==> src/rtl/serial_addsub_ctrl.sv <==
// Bit-serial add/sub over one shared P/G full-adder slice; group P/G for lookahead; optional ovf via SERIAL_OVF_EN.
// Latency: start at edge k -> busy after k+1..k+WIDTH, done pulse after k+WIDTH+1, next start at k+WIDTH+2.
// Backpressure: none queued; start is only sampled in IDLE and ignored while RUN/DONE.
module serial_addsub_ctrl #(
  parameter int WIDTH = 4
) (
  input  logic             clk,
  input  logic             reset,
  input  logic             start,
  input  logic             sub,
  input  logic [WIDTH-1:0] a,
  input  logic [WIDTH-1:0] b,
  output logic             busy,
  output logic             done,
  output logic [WIDTH-1:0] result,
  output logic             c_out,
  output logic             grp_p,
  output logic             grp_g
`ifdef SERIAL_OVF_EN
  ,
  output logic             ovf
`endif
);

  localparam int CNT_W = $clog2(WIDTH);

  typedef enum logic [1:0] {IDLE, RUN, DONE} state_t;

  state_t             state, state_nxt;
  logic [CNT_W-1:0]   cnt;
  logic [WIDTH-1:0]   a_q, b_q;
  logic               carry, p_acc, g_acc;
  logic               load, step, last;
  logic               p_bit, g_bit, s_bit, c_nxt, p_nxt, g_nxt;

  always_ff @(posedge clk or posedge reset) begin
    if (reset) state <= IDLE;
    else       state <= state_nxt;
  end

  always_comb begin
    state_nxt = state;
    load      = 1'b0;
    step      = 1'b0;
    last      = 1'b0;
    case (state)
      IDLE: if (start) begin
        state_nxt = RUN;
        load      = 1'b1;
      end
      RUN: begin
        step = 1'b1;
        if (cnt == CNT_W'(WIDTH - 1)) begin
          last      = 1'b1;
          state_nxt = DONE;
        end
      end
      DONE:    state_nxt = IDLE;
      default: state_nxt = IDLE;
    endcase
  end

  // Operands are shifted right each RUN cycle so the slice always reads bit 0.
  assign p_bit = a_q[0] ^ b_q[0];
  assign g_bit = a_q[0] & b_q[0];
  assign s_bit = p_bit ^ carry;
  assign c_nxt = g_bit | (p_bit & carry);
  assign p_nxt = p_acc & p_bit;
  assign g_nxt = g_bit | (p_bit & g_acc);

  always_ff @(posedge clk or posedge reset) begin
    if (reset) begin
      cnt    <= '0;
      a_q    <= '0;
      b_q    <= '0;
      carry  <= 1'b0;
      p_acc  <= 1'b0;
      g_acc  <= 1'b0;
      result <= '0;
      c_out  <= 1'b0;
      grp_p  <= 1'b0;
      grp_g  <= 1'b0;
      busy   <= 1'b0;
      done   <= 1'b0;
`ifdef SERIAL_OVF_EN
      ovf    <= 1'b0;
`endif
    end else begin
      busy <= (state == RUN);
      done <= (state == DONE);
      if (load) begin
        a_q   <= a;
        b_q   <= sub ? ~b : b;
        carry <= sub;
        cnt   <= '0;
        p_acc <= 1'b1;
        g_acc <= 1'b0;
      end else if (step) begin
        a_q    <= a_q >> 1;
        b_q    <= b_q >> 1;
        result <= {s_bit, result[WIDTH-1:1]};
        carry  <= c_nxt;
        p_acc  <= p_nxt;
        g_acc  <= g_nxt;
        cnt    <= cnt + CNT_W'(1);
        if (last) begin
          c_out <= c_nxt;
          grp_p <= p_nxt;
          grp_g <= g_nxt;
`ifdef SERIAL_OVF_EN
          // Carry into the MSB is the current carry; carry out is c_nxt.
          ovf   <= carry ^ c_nxt;
`endif
        end
      end
    end
  end

endmodule

==> config.mk <==
export PLATFORM = sky130hd
export DESIGN_NAME = serial_addsub_ctrl
export DESIGN_NICKNAME = d
export VERILOG_FILES = /design/src/rtl/serial_addsub_ctrl.sv
export SDC_FILE = /design/constraint.sdc
export NUM_CORES = 1
export LEC_CHECK = 0
export BUFFER_PORTS_ARGS = -buffer_cell sky130_fd_sc_hd__buf_2
export CORE_ASPECT_RATIO = 1.75
export CORE_MARGIN = 2
export CORE_UTILIZATION = 45
export CTS_BUF_LIST = sky130_fd_sc_hd__clkbuf_4 sky130_fd_sc_hd__clkbuf_8 sky130_fd_sc_hd__clkbuf_16
export DETAILED_ROUTE_END_ITERATION = 8
export MAX_ROUTING_LAYER = met4
export PLACE_DENSITY_LB_ADDON = 0.12
export SYNTH_ARGS = -nofsm -noshare
export SYNTH_HDL_FRONTEND = slang
export SYNTH_SLANG_ARGS = --single-unit
==> constraint.sdc <==
create_clock -name clk -period 1.5 [get_ports clk]
set_input_delay 0.075 -clock clk [delete_from_list [all_inputs] [get_ports clk]]
set_output_delay 0.075 -clock clk [all_outputs]
set_load 0.01 [all_outputs]
# --- Word-level counts from Yosys, hierarchy flattened ---
# Cells that the tools add are included.
classes:
  addsub: 1
  eq_ne: 5
  mux: 21
  bitwise_logic: 10
  reduce_logical: 5
op_table:
  columns: ["op", "n"]
  rows:
  - ["$mux 4", 5]
  - ["$mux 1", 11]
  - ["$mux 2", 4]
  - ["$and 1x1->1", 4]
  - ["$eq 2x2->1 const B", 2]
  - ["$ne 2x2->1 const B", 2]
  - ["$not 4->4", 1]
  - ["$pmux 2 s2", 1]
  - ["$reduce_and 2->1", 2]
  - ["$reduce_and 3->1", 1]
  - ["$add 2x1->2 const B", 1]
  - ["$eq 2x1->1 const B", 1]
  - ["$logic_not 2->1", 1]
  - ["$or 1x1->1", 2]
  - ["$reduce_bool 2->1", 1]
  - ["$xor 1x1->1", 2]
  - ["$not 1->1", 1]
totals:
  wordCells: 55
  inputBits: 12
  regBits: 24
  out_inout_bits: 9

# --- Longest topological paths before layout ---
# Gate-level depths: netlist (run 1).
depth:
  depth_word: 5
  depth_mapped: 5
  mapped_depth_nobuf: 4

# --- Least setup slack after synthesis (run 1) ---
# No wires, ideal clock.
synth_timing:
  kind: "register to register"
  startpoint: "reg a_q[0]"
  endpoint: "reg c_out"
  setup_ps: 125
  t_arrival_ps: 1072
  period_less_slack_ps: 1197
  path_buffers: 0
  setup_slack_ps: 303
  required_time_ps: 1375
  stages_incl_launch_ff: 3
  cell_sequence: "dfrtp_1 > fa_1 > mux2_2"
synth_between:
  elab_chain_cells: 3
  word_cells_on_any_way: 4
  cone_classes: "bitwise (4)"
synth_rtl:
  columns: ["item", "line_no", "rtl"]
  rows:
  - ["start: declaration", "31", "logic [WIDTH-1:0] a_q, b_q;"]
  - ["start signal: assignment", "99", "a_q <= a_q >> 1;"]
  - ["$xor 1x1->1", "64", "assign p_bit = a_q[0] ^ b_q[0];"]
  - ["$and 1x1->1", "67", "assign c_nxt = g_bit | (p_bit & carry);"]
  - ["$or 1x1->1 (*)", "67", null]
  - ["net c_nxt", "34", "logic p_bit, g_bit, s_bit, c_nxt, p_nxt, g_nxt;"]
  - ["end signal: assignment", "107", "c_out <= c_nxt;"]
  - ["end: declaration", "16", "output logic c_out,"]
# Mark *: on every way through the listed nets, which the timed path passes. The rest lies on a longest branch.
# A chain may end at the register's enable or synchronous reset.

# --- Worst setup path in the final report (run 1) ---
layout_timing:
  startpoint: "reg state[1]"
  endpoint: "reg g_acc"
layout_between:
  elab_chain_cells: 3
  word_cells_on_any_way: 6
  cone_classes: "eq/ne (1); mux (3); reduce/logical (2)"
layout_rtl:
  columns: ["item", "line_no", "rtl"]
  rows:
  - ["start: declaration", "29", "state_t state, state_nxt;"]
  - ["start signal: assignment", "38", "else state <= state_nxt;"]
  - ["$eq 2x1->1 or $logic_not 2->1 (tied branches)", "46", "case (state)"]
  - ["$mux 1", "46", null]
  - ["$reduce_bool 2->1 (no line) or $mux 1 (tied branches)", null, null]
  - ["end signal: assignment", "104", "g_acc <= g_nxt;"]
  - ["end: declaration", "32", "logic carry, p_acc, g_acc;"]
# Several ways; a longest one is shown, not always the timed one.

==> results of run 1 <==
==> metal layers <==
metal / wire (um) / part of all wire, %
met5: 0 / 0
met4: 53 / 2.7
met3: 86 / 4.4
met2: 980 / 50
met1: 831 / 43
==> registers in the layout (all words and copies together) (netlist names) <==
| name | count |
|---|---|
| a_q | 4 |
| b_q | 4 |
| busy | 1 |
| c_out | 1 |
| carry | 1 |
| cnt | 2 |
| done | 1 |
| g_acc | 1 |
| grp_g | 1 |
| grp_p | 1 |
| p_acc | 1 |
| result | 4 |
| state | 2 |
==> worst max path at each step <==
stage                        start      to  slack, ns
after floorplan             a_q[0]   c_out       0.30
after global placement      cnt[0]   c_out       0.22
after detailed placement  state[1]   g_acc       0.20
after CTS                 state[1]   g_acc       0.18
after global routing      state[1]  b_q[1]       0.02
final                     state[1]   g_acc       0.18
==> synth_stat cells <==
library cell,count
inv_1,3
nand3b_1,1
ha_1,2
xor2_1,3
dfrtp_1,24
o21ai_0,5
buf_2,1
a22o_1,1
o21ai_1,1
a21oi_1,1
or3b_4,1
nor2_1,3
fa_1,1
buf_4,1
a22oi_1,4
mux2_2,1
a31oi_1,3
clkbuf_2,1
nand3_1,3
nand2b_2,1
buf_6,1
a21o_1,1
nand2_1,35
nor3b_1,1
nor2b_1,1
o21bai_1,1
xnor2_1,1
==> placed cells by master, fill, tap and decap left out, drive strengths merged, types with 4 or more instances in the layout <==
cell,netlist,layout
nand2,35,35
a22oi,4,4
dfrtp,24,24
buf,3,24
o21ai,6,6
==> repair_timing <==
action / CTS / global route
endpoints found under the hold margin: 25 / 0
hold buffers: 2 / 0
gates resized for setup: 0 / 0
==> layout make-up <==
type	count	area [um2]
Clock inverter	1	30.0
Multi-Input combinational cell	71	398
Inverter	3	11.3
Fill cell	223	982
Timing Repair Buffer	26	150
Clock buffer	3	41.3
Sequential cell	24	601
Tap cell	25	31.3
==> kinds of logic after synthesis <==
logic type | count (synthesis) | share of synthesized area, %
AND/OR/NAND/NOR | 46 | 19.2
XOR/XNOR | 4 | 3.37
AO/OA/AOI/OAI | 17 | 10.4
adder cells (fa/ha/maj) | 3 | 4.34
buffers and inverters | 7 | 3.85
multiplexers | 1 | 1.08
flip-flops | 24 | 57.8
==> worst min-delay path, stage by stage <==
cell	delay (ns)
buf_2	0.08
a22oi_1	0.07
nand2_1	0.06
==> power breakdown <==
group	internal [mW]	total [mW]	switching (mW)
Sequential	0.925	1.10	0.176
Clock	0.357	0.568	0.210
Combinational	0.429	1.01	0.577
==> results.toml, run 1 <==
[run_status]
status = "finished, final reports clean"

[worst_setup_path]
crit_fanout = 15
crit_buf_inv = 1
r2r_end = "g_acc"
path_depth = 4
critical_path_class = "reg2reg"
end_kind = "flop"
critPathMaxStageDelay_ns = 0.42
critPathTopFamily = "flip-flops"
rr_startpoint = "state[1]"
cp.arrival_ns = 1.54
critPathRequiredTime_ns = 1.72
worstRegToRegCells = 4
path_cells = "nand2b_2 > inv_1 > a21o_1 > a22o_1"
worst_setup_path_start_kind = "flop"
r2r_slack_ns = 0.18
cp_slowest_cell = "dfrtp_1"

[floorplanning]
die_y_um = 67.6
core_mm2 = 0.00224
rows = 23
die-area_mm2 = 0.00272
start_util_pct = 46.3
die_w_um = 40.3
io_pins = 21

[route]
drtIter0Drc = 14
antenna_left = 0
avgRoutedWirePerCell_um = 12.7
routed_via_density = 5.16
dr_total_vias = 790
wl_mm = 1.95
drc = 0
firstDrtPassIters = 4

[global_route]
antenna_found_initial = 0
grt_max_degree = 25
top_usage_layer = "met2"
use_met1_pct = 22.2
overflow = 0
grt_pass1_wl_mm = 3.31
first_global_vias = 748
use_met2_pct = 28.4
gr-usage-met3_pct = 3.29
gr-usage-all-layers_pct = 18.7

[yosys]
syn-cell-area_mm2 = 0.00104
synth_top_area_share_pct = 57.8
ys_seq_area_share_pct = 57.8
synth-seq-cells = 24
syn_inst = 102
synth_cell_type_count = 27
synth_nets = 117
ys_top_cells_by_area = "dfrtp_1 (58%), nand2_1 (13%), a22oi_1 (2.9%)"
yosys_warnings = 0
postSynthAreaPerCell_um2 = 10.2
yosysTopAreaCell = "dfrtp_1"

[final_layout]
stdcell_area_mm2 = 0.00126
drive_gt1_share_pct = 24.2
diodes = 0
layoutNonFillerInstCount = 153
area_delta_synth_final_pct = 21.6
fin_nets = 144
final_util_pct = 56.2

[timing]
finalSetupViolCount = 0
fmax_ghz = 0.756
period_share_pct = 88.2
hold_viol_final = 0
whs_ns = 0.0279
finalMaxSlewViolations = 0
setup_ws_ns = 0.177
min_period_ns = 1.32
max_slew.worst_pin.slew_ns = 0.468
skew_ns = 0.00481
rsz0062_at_grt = "false"
finalSetupTns_ns = 0
slew_headroom_pct = 68.8

[power_and_ir_drop]
ir_worst_vdd_uv = 1310
p_leak_nw = 0.666
power.density_mw_per_mm2 = 2120
p_total_mw = 2.67

[hold_path]
holdPathStages = 3
hold_class = "in2reg"
hp-start = "a[0]"
holdPathEnd = "a_q[0]"

[cts]
ctsLongestPathBuffers = 2
cts.clk_slew.worst_paths_ns = 0.08
cts_max_level = 1
clock_sinks = 24
clk_latency_ns = 0.28
cts-root-buf = "clkbuf_8"
cts_buffers = 3
cts_setup_buffers = 0
cts_tree = "yes"

[place]
placed_cell_area_mm2 = 0.00117
portBuffers = 20
place_congestion = 0.754
dp_hpwl_mm = 1.42
dp_slack_ns = 0.205
numPlacedInstances = 147

[job]
drv_cap = 0
No activity file was read; power rests on OpenSTA's default activity.
==> run 2, diff against run 1 <==
- clock period: 1.5 -> 1.6 ns (I/O delays scaled with it)
==> run 2 against run 1 <==
  * Via count fell by 2.7%
  * Power fell by 11%
  * Count of clock-buffer cells in the layout rose by 1
  * Largest power group unchanged
  * Flip-flop and latch count did not move
  * Highest routed layer unchanged
  * Register-to-register slack improved by 0.07 ns
  * Cell count fell by 0.65%
==> results.toml, run 2 (same netlist as run 1, synthesis figures left out) <==
[timing]
skew_ns = 0.00923
slew_headroom_pct = 68.4
hold_viol_final = 0
finalMaxSlewViolations = 0
min_period_ns = 1.35
period_share_pct = 84.6
finalSetupViolCount = 0
rsz0062_at_grt = "false"
finalSetupTns_ns = 0
fmax_ghz = 0.738
max_slew.worst_pin.slew_ns = 0.474

[cts]
cts-root-buf = "clkbuf_8"
cts_buffers = 3
cts_tree = "yes"
cts.clk_slew.worst_paths_ns = 0.09
cts_max_level = 1
clk_latency_ns = 0.27
ctsLongestPathBuffers = 2
clock_sinks = 24

[final_layout]
fin_nets = 143
diodes = 0
multi_input_area_um2 = 398
reg.largest.list = "a_q (4), b_q (4), result (4)"
register_area_um2 = 601
area_delta_synth_final_pct = 19.3
final_common_cell = "nand2_1"
layoutNonFillerInstCount = 152
drive_gt1_share_pct = 23.6
final_cell_mix = "nand2_1 (35), dfrtp_1 (24), buf_2 (20)"
n_fill_cell = 212

[global_route]
antenna_found_initial = 0
overflow = 0
first_global_vias = 769
grt_max_degree = 25
grt_pass1_wl_mm = 3.43
gr-usage-all-layers_pct = 18.6

[power_and_ir_drop]
power.density_mw_per_mm2 = 1910
ir_worst_vdd_uv = 1240
p_leak_nw = 0.655

[worst_setup_path]
worstRegToRegCells = 4
end_kind = "flop"
cp.arrival_ns = 1.55
critPathMaxStageDelay_ns = 0.43
worst_setup_path_start_kind = "flop"
critPathRequiredTime_ns = 1.80
crit_fanout = 15
critical_path_class = "reg2reg"
r2r_slack_ns = 0.25
path_cells = "nand2b_2 > inv_1 > a21o_1 > a22o_1"
cp_slowest_cell = "dfrtp_1"

[floorplanning]
die_w_um = 40.3
io_pins = 21
rows = 23
start_util_pct = 46.3
die-area_mm2 = 0.00272
die_y_um = 67.6
core_mm2 = 0.00224

[hold_path]
holdPathStages = 3
hold_class = "in2reg"

[route]
dr_total_vias = 769
wl_mm = 1.97
avgRoutedWirePerCell_um = 13.0
drc = 0
drtIter0Drc = 20
antenna_left = 0
routed_via_density = 5.06
firstDrtPassIters = 2

[run_status]
status = "finished, final reports clean"

[place]
numPlacedInstances = 146
dp_hpwl_mm = 1.44
portBuffers = 20
place_congestion = 0.748

[job]
drv_cap = 0
run 2: report_power, final:
| group | internal [mW] | switching (mW) |
|---|---|---|
| sequential | 0.867 | 0.164 |
| clock | 0.219 | 0.189 |
| combinational | 0.385 | 0.543 |
| total | 1.47 | 0.896 |
run 2: path summary, 6_finish.rpt:
path	start	end
max in group asynchronous	reset	grp_g
min in group asynchronous	reset	a_q[0]
setup / recovery	state[1]	g_acc
setup reg to reg	state[1]	g_acc
hold reg to reg	result[0]	result[0]
hold / removal	a[2]	a_q[2]
run 2: cell type report:
cell class              count  area share [%]
repair buffers             25            11.5
multi-input cells          71            32.1
well taps                  25            2.53
flip-flops and latches     24            48.5
clock buffers               4            4.44
inverters                   3           0.909
run 2: metal layers:
metal,global-route usage [%],vias up,part of all wire (%),routed length (um)
met5,-,-,0,0
met4,8.33,0,2.1,42
met3,0.987,4,3.3,66
met2,29.2,17,50,988
met1,24.2,364,44,874
li1,-,384,-,-
run 2: repair_timing:
action,CTS,global route
endpoints found under the setup margin,0,0
buffers inserted,0,0
hold buffers,2,0
hold endpoints to repair,25,0
gates resized for setup,0,0
run 2: critical path, delay by kind of cell, from the launching register on:
kind,cells,cell delay [ns]
AOI/OAI and AO/OA,2,0.31
buffers and inverters,1,0.35
DFF,1,0.43
and+or+nand+nor,1,0.20
run 2: metrics by stage:
step                power, mW  area, um2  hold slack [ns]  setup WS, ns  utilization, %
finish                   2.37       1240           0.0449         0.246            55.2
detailed placement       1.98       1160            0.139         0.300            51.8
CTS                      2.40       1240           0.0492         0.261            55.2
global placement         1.94       1160            0.133         0.321            51.8
global route             2.60       1240           0.0643         0.142            55.2
floorplan                1.70       1040           0.0946         0.403               -
==> run 3, diff against run 2 <==
- clock period: 1.6 -> 1.4 ns (I/O delays scaled with it)
==> run 3 against run 2 <==
  * Cell count is 1.3% higher
  * Critical endpoint unchanged
  * Combinational power is 17% higher
  * Maximum frequency is 7.9% higher
==> results.toml, run 3 (same netlist as run 1, synthesis figures left out) <==
[global_route]
grt_pass1_wl_mm = 3.22
antenna_found_initial = 0
gr-usage-all-layers_pct = 18.1
first_global_vias = 749
grt_max_degree = 25
overflow = 0

[final_layout]
final_common_cell = "nand2_1"
area_delta_synth_final_pct = 20.7
n_fill_cell = 207
register_area_um2 = 601
drive_gt1_share_pct = 24.8
multi_input_area_um2 = 398
layoutNonFillerInstCount = 154
reg.largest.list = "a_q (4), b_q (4), result (4)"
final_cell_mix = "nand2_1 (35), dfrtp_1 (24), buf_2 (20)"
diodes = 0
fin_nets = 145

[timing]
max_slew.worst_pin.slew_ns = 0.442
min_period_ns = 1.26
skew_ns = 0.00850
fmax_ghz = 0.796
period_share_pct = 89.7
slew_headroom_pct = 70.5
hold_viol_final = 0
finalSetupViolCount = 0
finalMaxSlewViolations = 0
finalSetupTns_ns = 0
rsz0062_at_grt = "false"

[floorplanning]
die_w_um = 40.3
start_util_pct = 46.3
die_y_um = 67.6
core_mm2 = 0.00224
io_pins = 21
die-area_mm2 = 0.00272
rows = 23

[route]
drtIter0Drc = 28
maxUsedRoutingLayer = "met4"
drc = 0
firstDrtPassIters = 4
antenna_left = 0
wl_mm = 1.94
routed_via_density = 4.99
dr_wl_met2_mm = 1.01
dr_total_vias = 768
avgRoutedWirePerCell_um = 12.6
wirelength_met1_um = 814
wl_met3_um = 77

[place]
numPlacedInstances = 148
place_congestion = 0.787
portBuffers = 20
dp_hpwl_mm = 1.44

[worst_setup_path]
r2r_slack_ns = 0.14
path_cells = "ha_1 > a21o_1 > a22o_1"
cp-startpoint = "a_q[0]"
critPathMaxStageDelay_ns = 0.42
r2r_end = "g_acc"
worst_setup_path_start_kind = "flop"
crit_fanout = 4
end_kind = "flop"
crit_buf_inv = 0
rr_startpoint = "a_q[0]"
worstRegToRegCells = 3
critical_path_class = "reg2reg"
critPathRequiredTime_ns = 1.55
cp_slowest_cell = "dfrtp_1"
critPathTopFamily = "flip-flops"
cp.arrival_ns = 1.41
path_depth = 3
crit_end = "g_acc"

[power_and_ir_drop]
intPower_mw = 1.72
switching_power_mw = 1.02
p_leak_nw = 0.664
swShare_pct = 37.3
power.density_mw_per_mm2 = 2180
p_comb_share_pct = 39.8
power_frac_seq_pct = 43.2
ir_worst_vdd_uv = 1320
power.clock.fraction_pct = 17.0

[cts]
clock_sinks = 24
cts.clk_slew.worst_paths_ns = 0.09
cts-root-buf = "clkbuf_8"
ctsLongestPathBuffers = 2
cts_max_level = 1
cts_buffers = 3
cts_tree = "yes"
cts.repair.resized = 0
clk_latency_ns = 0.27

[job]
drv_cap = 0

[hold_path]
hold_class = "in2reg"

[run_status]
status = "finished, final reports clean"
-- run 3: how the worst min path moves through the flow --
stage | from | endpoint | slack [ns] | cells after the start
final | a[2] | a_q[2] | 0.03 | 3
after global placement | reset | done | 0.12 | 3
after global routing | a[0] | a_q[0] | 0.04 | 3
after floorplan | reset | a_q[0] | 0.08 | 1
after CTS | a[2] | a_q[2] | 0.03 | 3
after detailed placement | reset | result[0] | 0.13 | 3
-- run 3: per-stage QoR --
step	hold slack [ns]	area [um2]	total power, mW	worst slack (ns)	utilization, %
after floorplan	0.0846	1040	1.94	0.203	-
after global placement	0.124	1180	2.27	0.189	52.5
after detailed placement	0.129	1180	2.30	0.167	52.5
after CTS	0.0290	1250	2.78	0.152	55.9
after global routing	0.0433	1250	3.01	0.0689	55.9
final	0.0263	1250	2.74	0.144	55.9
-- run 3: power groups by stage --
stage	clock network [mW]	registers, mW	logic, mW
after floorplan	0	1.21	0.731
after global placement	0	1.19	1.08
after detailed placement	0	1.20	1.10
after CTS	0.479	1.19	1.11
after global routing	0.510	1.22	1.28
final	0.466	1.18	1.09
-- run 3: what timing repair did --
| item | 4_1_cts | 5_1_grt |
|---|---|---|
| hold endpoints to repair | 25 | 0 |
| hold buffers | 2 | 0 |
| setup buffers | 0 | 0 |
-- run 3: worst min-delay path, stage by stage --
cell and delay, ns:
buf_2 0.08, a22oi_1 0.06, nand2_1 0.06
-- run 3: area by class of cell --
class | instances | area share [%]
multi-input cells | 71 | 31.7
flip-flops and latches | 24 | 47.9
well taps | 25 | 2.50
inverters | 3 | 0.898
repair buffers | 27 | 12.6
clock buffers | 4 | 4.39
-- run 3: layer usage --
metal | global-route usage (%) | up-vias
li1 | - | 388
met1 | 21.1 | 353
met2 | 29.2 | 22
met3 | 2.96 | 5
met4 | 8.75 | 0
met5 | - | -
